**config.mk**
```make
export PLATFORM = sky130hd
export DESIGN_NAME = branch_predictor
export DESIGN_NICKNAME = d
export VERILOG_FILES = /design/src/rtl/branch_predictor.sv
export SDC_FILE = /design/constraint.sdc
export NUM_CORES = 2
export LEC_CHECK = 0
export ABC_AREA = 1
export CORE_MARGIN = 2
export CORE_UTILIZATION = 44
export CTS_CLUSTER_DIAMETER = 50
export DETAILED_ROUTE_END_ITERATION = 16
export DONT_BUFFER_PORTS = 1
export PLACE_DENSITY_LB_ADDON = 0.12
export SKIP_CTS_REPAIR_TIMING = 1
export SYNTH_ARGS = -nofsm -noshare
export SYNTH_HDL_FRONTEND = slang
export SYNTH_SLANG_ARGS = --single-unit
```
**constraint.sdc**
```tcl
create_clock -name clk -period 28 [get_ports clk]
set_input_delay 1.4 -clock clk [delete_from_list [all_inputs] [get_ports clk]]
set_output_delay 1.4 -clock clk [all_outputs]
set_load 0.05 [all_outputs]
```
**src/rtl/branch_predictor.sv**
```systemverilog
// Branch predictor: direct-mapped BTB/BHT with 2-bit saturating counters,
// plus execute-stage branch resolution and redirect generation.
//
// Ports:
//   clk, reset        rising-edge clock, asynchronous active-high reset
//   IF_PC             fetch PC to look up
//   Pred_Taken/PC     fetch-stage prediction (combinational)
//   Ex_*              resolving instruction in EX, with the prediction it carried
//   Imm, Branch, JalrSel, Halt, AluResult   EX decode/ALU info
//   PC_Imm, PC_Four   EX arithmetic (Ex_PC+Imm, Ex_PC+4)
//   BrPC, PcSel       redirect target and flush request
//   Br_Cnt            count of resolved branches/jumps
//   Mispred_Cnt       count of redirects other than halts
module branch_predictor #(
    parameter int PC_W    = 9,
    parameter int ENTRIES = 16,
    localparam int IDX_W  = $clog2(ENTRIES),
    localparam int TAG_W  = PC_W - IDX_W - 2
) (
    input  logic            clk,
    input  logic            reset,
    input  logic [PC_W-1:0] IF_PC,
    output logic            Pred_Taken,
    output logic [31:0]     Pred_PC,
    input  logic            Ex_Valid,
    input  logic [PC_W-1:0] Ex_PC,
    input  logic [31:0]     Imm,
    input  logic            Branch,
    input  logic            JalrSel,
    input  logic            Halt,
    input  logic [31:0]     AluResult,
    input  logic            Ex_PredTaken,
    input  logic [31:0]     Ex_PredTarget,
    output logic [31:0]     PC_Imm,
    output logic [31:0]     PC_Four,
    output logic [31:0]     BrPC,
    output logic            PcSel,
    output logic [31:0]     Br_Cnt,
    output logic [31:0]     Mispred_Cnt
);

    typedef struct packed {
        logic             valid;
        logic [TAG_W-1:0] tag;
        logic [31:0]      target;
        logic [1:0]       ctr;
    } entry_t;

    entry_t btb [ENTRIES];

    // ---------------- fetch-side lookup ----------------
    logic [IDX_W-1:0] if_idx;
    logic [TAG_W-1:0] if_tag;
    logic [31:0]      if_pc32;
    logic             if_hit;

    assign if_idx  = IF_PC[IDX_W+1:2];
    assign if_tag  = IF_PC[PC_W-1:IDX_W+2];
    assign if_pc32 = 32'(IF_PC);
    assign if_hit  = btb[if_idx].valid && (btb[if_idx].tag == if_tag);

    assign Pred_Taken = if_hit && btb[if_idx].ctr[1];
    assign Pred_PC    = Pred_Taken ? btb[if_idx].target : if_pc32 + 32'd4;

    // ---------------- execute-side resolution ----------------
    logic [IDX_W-1:0] ex_idx;
    logic [TAG_W-1:0] ex_tag;
    logic [31:0]      ex_pc32;
    logic             ex_hit;
    logic             act_taken;
    logic [31:0]      act_target;
    logic             upd_en;

    assign ex_idx  = Ex_PC[IDX_W+1:2];
    assign ex_tag  = Ex_PC[PC_W-1:IDX_W+2];
    assign ex_pc32 = 32'(Ex_PC);
    assign ex_hit  = btb[ex_idx].valid && (btb[ex_idx].tag == ex_tag);

    assign PC_Imm  = ex_pc32 + Imm;
    assign PC_Four = ex_pc32 + 32'd4;

    // jalr overrides Branch: it is always taken to the ALU-computed target
    assign act_taken  = JalrSel || (Branch && AluResult[0]);
    assign act_target = JalrSel ? AluResult : PC_Imm;

    assign PcSel = Ex_Valid && (Halt || (act_taken != Ex_PredTaken) ||
                                (act_taken && (act_target != Ex_PredTarget)));

    // Halt parks fetch on the halting instruction itself
    always_comb begin
        BrPC = PC_Four;
        if (Halt)           BrPC = ex_pc32;
        else if (act_taken) BrPC = act_target;
    end

    assign upd_en = Ex_Valid && (Branch || JalrSel) && !Halt;

    // ---------------- table update ----------------
    always_ff @(posedge clk or posedge reset) begin
        if (reset) begin
            for (int i = 0; i < ENTRIES; i++) begin
                btb[i].valid  <= 1'b0;
                btb[i].tag    <= '0;
                btb[i].target <= 32'd0;
                btb[i].ctr    <= 2'b01;
            end
        end else if (upd_en) begin
            if (act_taken) begin
                btb[ex_idx].valid  <= 1'b1;
                btb[ex_idx].tag    <= ex_tag;
                btb[ex_idx].target <= act_target;
                // a fresh allocation starts weakly taken
                if (!ex_hit)
                    btb[ex_idx].ctr <= 2'b10;
                else if (btb[ex_idx].ctr != 2'b11)
                    btb[ex_idx].ctr <= btb[ex_idx].ctr + 2'b01;
            end else if (ex_hit && (btb[ex_idx].ctr != 2'b00)) begin
                btb[ex_idx].ctr <= btb[ex_idx].ctr - 2'b01;
            end
        end
    end

    // ---------------- statistics ----------------
    always_ff @(posedge clk or posedge reset) begin
        if (reset) begin
            Br_Cnt      <= 32'd0;
            Mispred_Cnt <= 32'd0;
        end else begin
            if (upd_en && (Br_Cnt != 32'hFFFF_FFFF))
                Br_Cnt <= Br_Cnt + 32'd1;
            if (PcSel && !Halt && (Mispred_Cnt != 32'hFFFF_FFFF))
                Mispred_Cnt <= Mispred_Cnt + 32'd1;
        end
    end

endmodule

```
==> impl_metrics.tcl <==
set metrics [dict create \
    path_class "in2out" \
    pin_count 315 \
    worstMarginPinSlew_ns 1.248 \
    setup_ws_ns 21.19 \
    netSwitchingFraction_pct 30.50 \
    grt_pass1_vias 29910 \
    antenna_found_initial 3 \
    outcome "complete, no violations" \
    fp.coreArea_um2 80550 \
    drt-wirelength-per-cell_um 21.64 \
    rsz0062_at_grt "false" \
    register_area_um2 16840 \
    multi_input_area_um2 16510 \
    async_flop_share_pct 100.0 \
    gp_congestion 0.9066 \
    syn_area_um2 35830 \
    drt_iter0_drc 3324 \
    use_met2_pct 44.67 \
    gr-total-overflow 0 \
    nets 4703 \
    clk_latency_ns 0.66 \
    drive_gt1_share_pct 8.944 \
    cp-end-kind "primary output" \
    setup_viol_count_final 0 \
    switchingPower_mw 0.8920 \
    powerDensity_nw_per_um2 73.47 \
    dr_total_vias 32168 \
    max_stage_delay_ns 0.95 \
    fin_crit_sh_pct 24.32 \
    worstPathRequired_ns 26.60 \
    ys.flop_type "dfrtp_1" \
    leakagePower_nw 18.37 \
    hold_class "reg2reg" \
    port_buffers 0 \
    h-tree-depth 3 \
    avgSynthCellArea_um2 7.600 \
    synthToLayoutAreaGrowth_pct 11.07 \
    combPwrFrac_pct 14.8 \
    cts_tree "yes" \
    row_count 104 \
    chipHeight_um 289.4 \
    synthDistinctLibCells 59 \
    cp_data_arrival_time_ns 5.41 \
    initial_utilization_pct 44.49 \
    clock_skew_ns 0.02346 \
    ys_warn_count 0 \
    power.internal_mw 2.032 \
    cts_num_sinks 672 \
    synth_seq_cells 672 \
    dieArea_um2 83740 \
    synth_edf_count 0 \
    setup_tns_ns 0 \
    met3_usage_pct 6.740 \
    cts_buffers 92 \
    dpl.hpwl_um 76470 \
    netlist_instances 4715 \
    crit_chain "inv_8 > nor2_1 > o21ai_0 > o211ai_1 > a31oi_1 > nor2_1 > nand2_2 > buf_4 > inv_1 > o21ai_1" \
    seq_area_frac_synth_pct 46.98 \
    cp_slowest_cell "o21ai_1" \
    grt_first_pass_wirelength_um 188800 \
    grt_start_max_net_pins 329 \
    grt_use_total_pct 29.43 \
    fill_cells 8030 \
    min_period_ns 6.809 \
    maxSlewHeadroom_pct 17.99 \
    routed_wl_um 123400 \
    max_freq_mhz 146.9 \
    finalHoldViolCount 0 \
    grt_use_met1_pct 42.34 \
    drc 0 \
    post-place-ws_ns 21.73 \
    root_buffer "clkbuf_16" \
    peakVddDrop_uv 63.12 \
    ctsLongestPathBuffers 3 \
    grt_busiest_layer "met2" \
    die_x_um 289.4 \
    timing.critical_path.mode_cell "nor2_1" \
    maxSlewViolCount 0 \
    cp_max_fo 328 \
    dr.pass1.iters 6 \
    via_per_inst 5.641 \
    max-cap-violations 0 \
    seqPwrFrac_pct 41.8 \
    path_clk_slew_ns 0.06 \
    clkPwrFrac_pct 43.4 \
    startpoint_type "primary input" \
    drtAntennaViolNets 0 \
    fin_util_pct 49.41 \
]
## through the flow
| step | power, mW | cell area, um^2 | instances | hold WS [ns] |
|---|---|---|---|---|
| CTS | 2.935 | 39790 | 5700 | 0.4680 |
| finish | 2.924 | 39800 | 5703 | 0.4661 |
| detailed placement | 1.666 | 36430 | 5528 | 0.4547 |
| floorplan | 1.562 | 35910 | 4736 | 0.4309 |
| global placement | 1.658 | 36430 | 5528 | 0.4530 |
| global route | 3.059 | 39790 | 5700 | 0.4955 |
## worst paths after layout
path | to | slack (ns) | start | cells after the start
worst max-delay path | Pred_PC[4] | 21.19 | IF_PC[2] | 10
worst min-delay path | btb[417] | 0.47 | btb[417] | 2
worst max register to register | Mispred_Cnt[17] | 24.20 | Mispred_Cnt[1] | 15
worst min register to register | btb[417] | 0.47 | btb[417] | 2
max in group asynchronous | btb[209] | 24.36 | reset | 4
min in group asynchronous | Br_Cnt[21] | 0.71 | reset | 1
## sequential cells by signal, summed over array words and instances, names as in the netlist
signal / count
btb: 608
Br_Cnt: 32
Mispred_Cnt: 32
## critical path, delay by kind of cell
kind                   cells  cell delay (ns)
AND/OR/NAND/NOR            3             0.21
buffers and inverters      3             1.91
AO/OA/AOI/OAI              4             1.44
## cells in the final DEF, fill, tap and decap left out, drive strengths merged, types with 7 or more instances in the layout
cell      instances
xnor2            22
xor2             45
inv             326
nor3             45
a221oi            7
clkbuf          118
o21ai           824
a21oi           246
dfrtp           656
clkinv           23
buf              69
ha               19
a22oi            40
o211ai           27
bufinv           13
or2              32
nand3b           13
a2111oi           7
nand3           203
o311ai           22
nand2          1406
nor2            277
a32o             19
nor4              8
clkinvlp         12
conb             22
dfstp            16
o22ai            20
nand4            53
o221ai           14
a211oi           16
## synth_stat cells (3+ instances only)
cell,number,share of area (%)
or2_2,31,0.54
buf_6,4,0.13
a221oi_1,7,0.17
o211ai_1,27,0.57
dfstp_2,16,1.2
buf_4,32,0.67
a32o_1,19,0.53
o22ai_1,20,0.35
a21oi_1,246,3.4
nand3b_1,11,0.23
nand2_4,4,0.13
nor2_2,20,0.35
dfrtp_1,656,46
a41oi_1,5,0.12
buf_2,33,0.46
o221ai_1,14,0.34
inv_1,297,3.1
nand2_2,28,0.49
nand3_2,18,0.50
a22oi_1,40,0.84
nand3_1,185,2.6
nor2_4,4,0.13
clkinv_1,9,0.094
xor2_1,45,1.1
a211oi_1,16,0.34
ha_1,19,0.66
nor3_2,4,0.11
o21ai_1,44,0.61
o21ai_0,779,11
xnor2_1,22,0.54
buf_1,27,0.28
clkbuf_1,238,2.5
a2111oi_0,7,0.17
buf_8,3,0.13
nor2_1,252,2.6
nand2_1,1374,14
nor3_1,41,0.57
o311ai_0,21,0.51
nor4_1,8,0.14
nand4_1,52,0.91
inv_2,14,0.15
## power groups by stage
| stage | clock network [mW] | registers [mW] | logic (mW) |
|---|---|---|---|
| final | 1.27 | 1.22 | 0.433 |
| after global routing | 1.33 | 1.24 | 0.492 |
| after CTS | 1.28 | 1.22 | 0.432 |
| after detailed placement | 0 | 1.23 | 0.431 |
| after global placement | 0 | 1.23 | 0.425 |
| after floorplan | 0 | 1.22 | 0.345 |
## layer usage
layer | wire (um) | vias to the layer above
li1 | - | 15293
met1 | 55770 | 15505
met2 | 54090 | 1196
met3 | 10310 | 174
met4 | 3237 | 0
met5 | 0 | -
## cell families after synthesis
kind of cell               Yosys count  synth area share, %
buffers and inverters              657                7.511
and+or+nand+nor                   2041                23.98
xor gates and xnor gates            67                1.638
DFF                                672                46.98
other                                1              0.01047
AOI/OAI and AO/OA                 1255                19.10
adders and majority gates           20               0.7193
muxes                                2              0.05936
## area by class of cell
| cell class | instances | share of cell area (%) |
|---|---|---|
| antenna | 3 | 0.01886 |
| inverter | 320 | 3.065 |
| clock inverter | 54 | 1.949 |
| multi-input combinational | 3407 | 41.48 |
| timing repair buffer | 69 | 1.361 |
| clock buffer | 118 | 6.489 |
| sequential | 672 | 42.30 |
| tap | 1060 | 3.332 |
(Power assumes the default switching activity.)
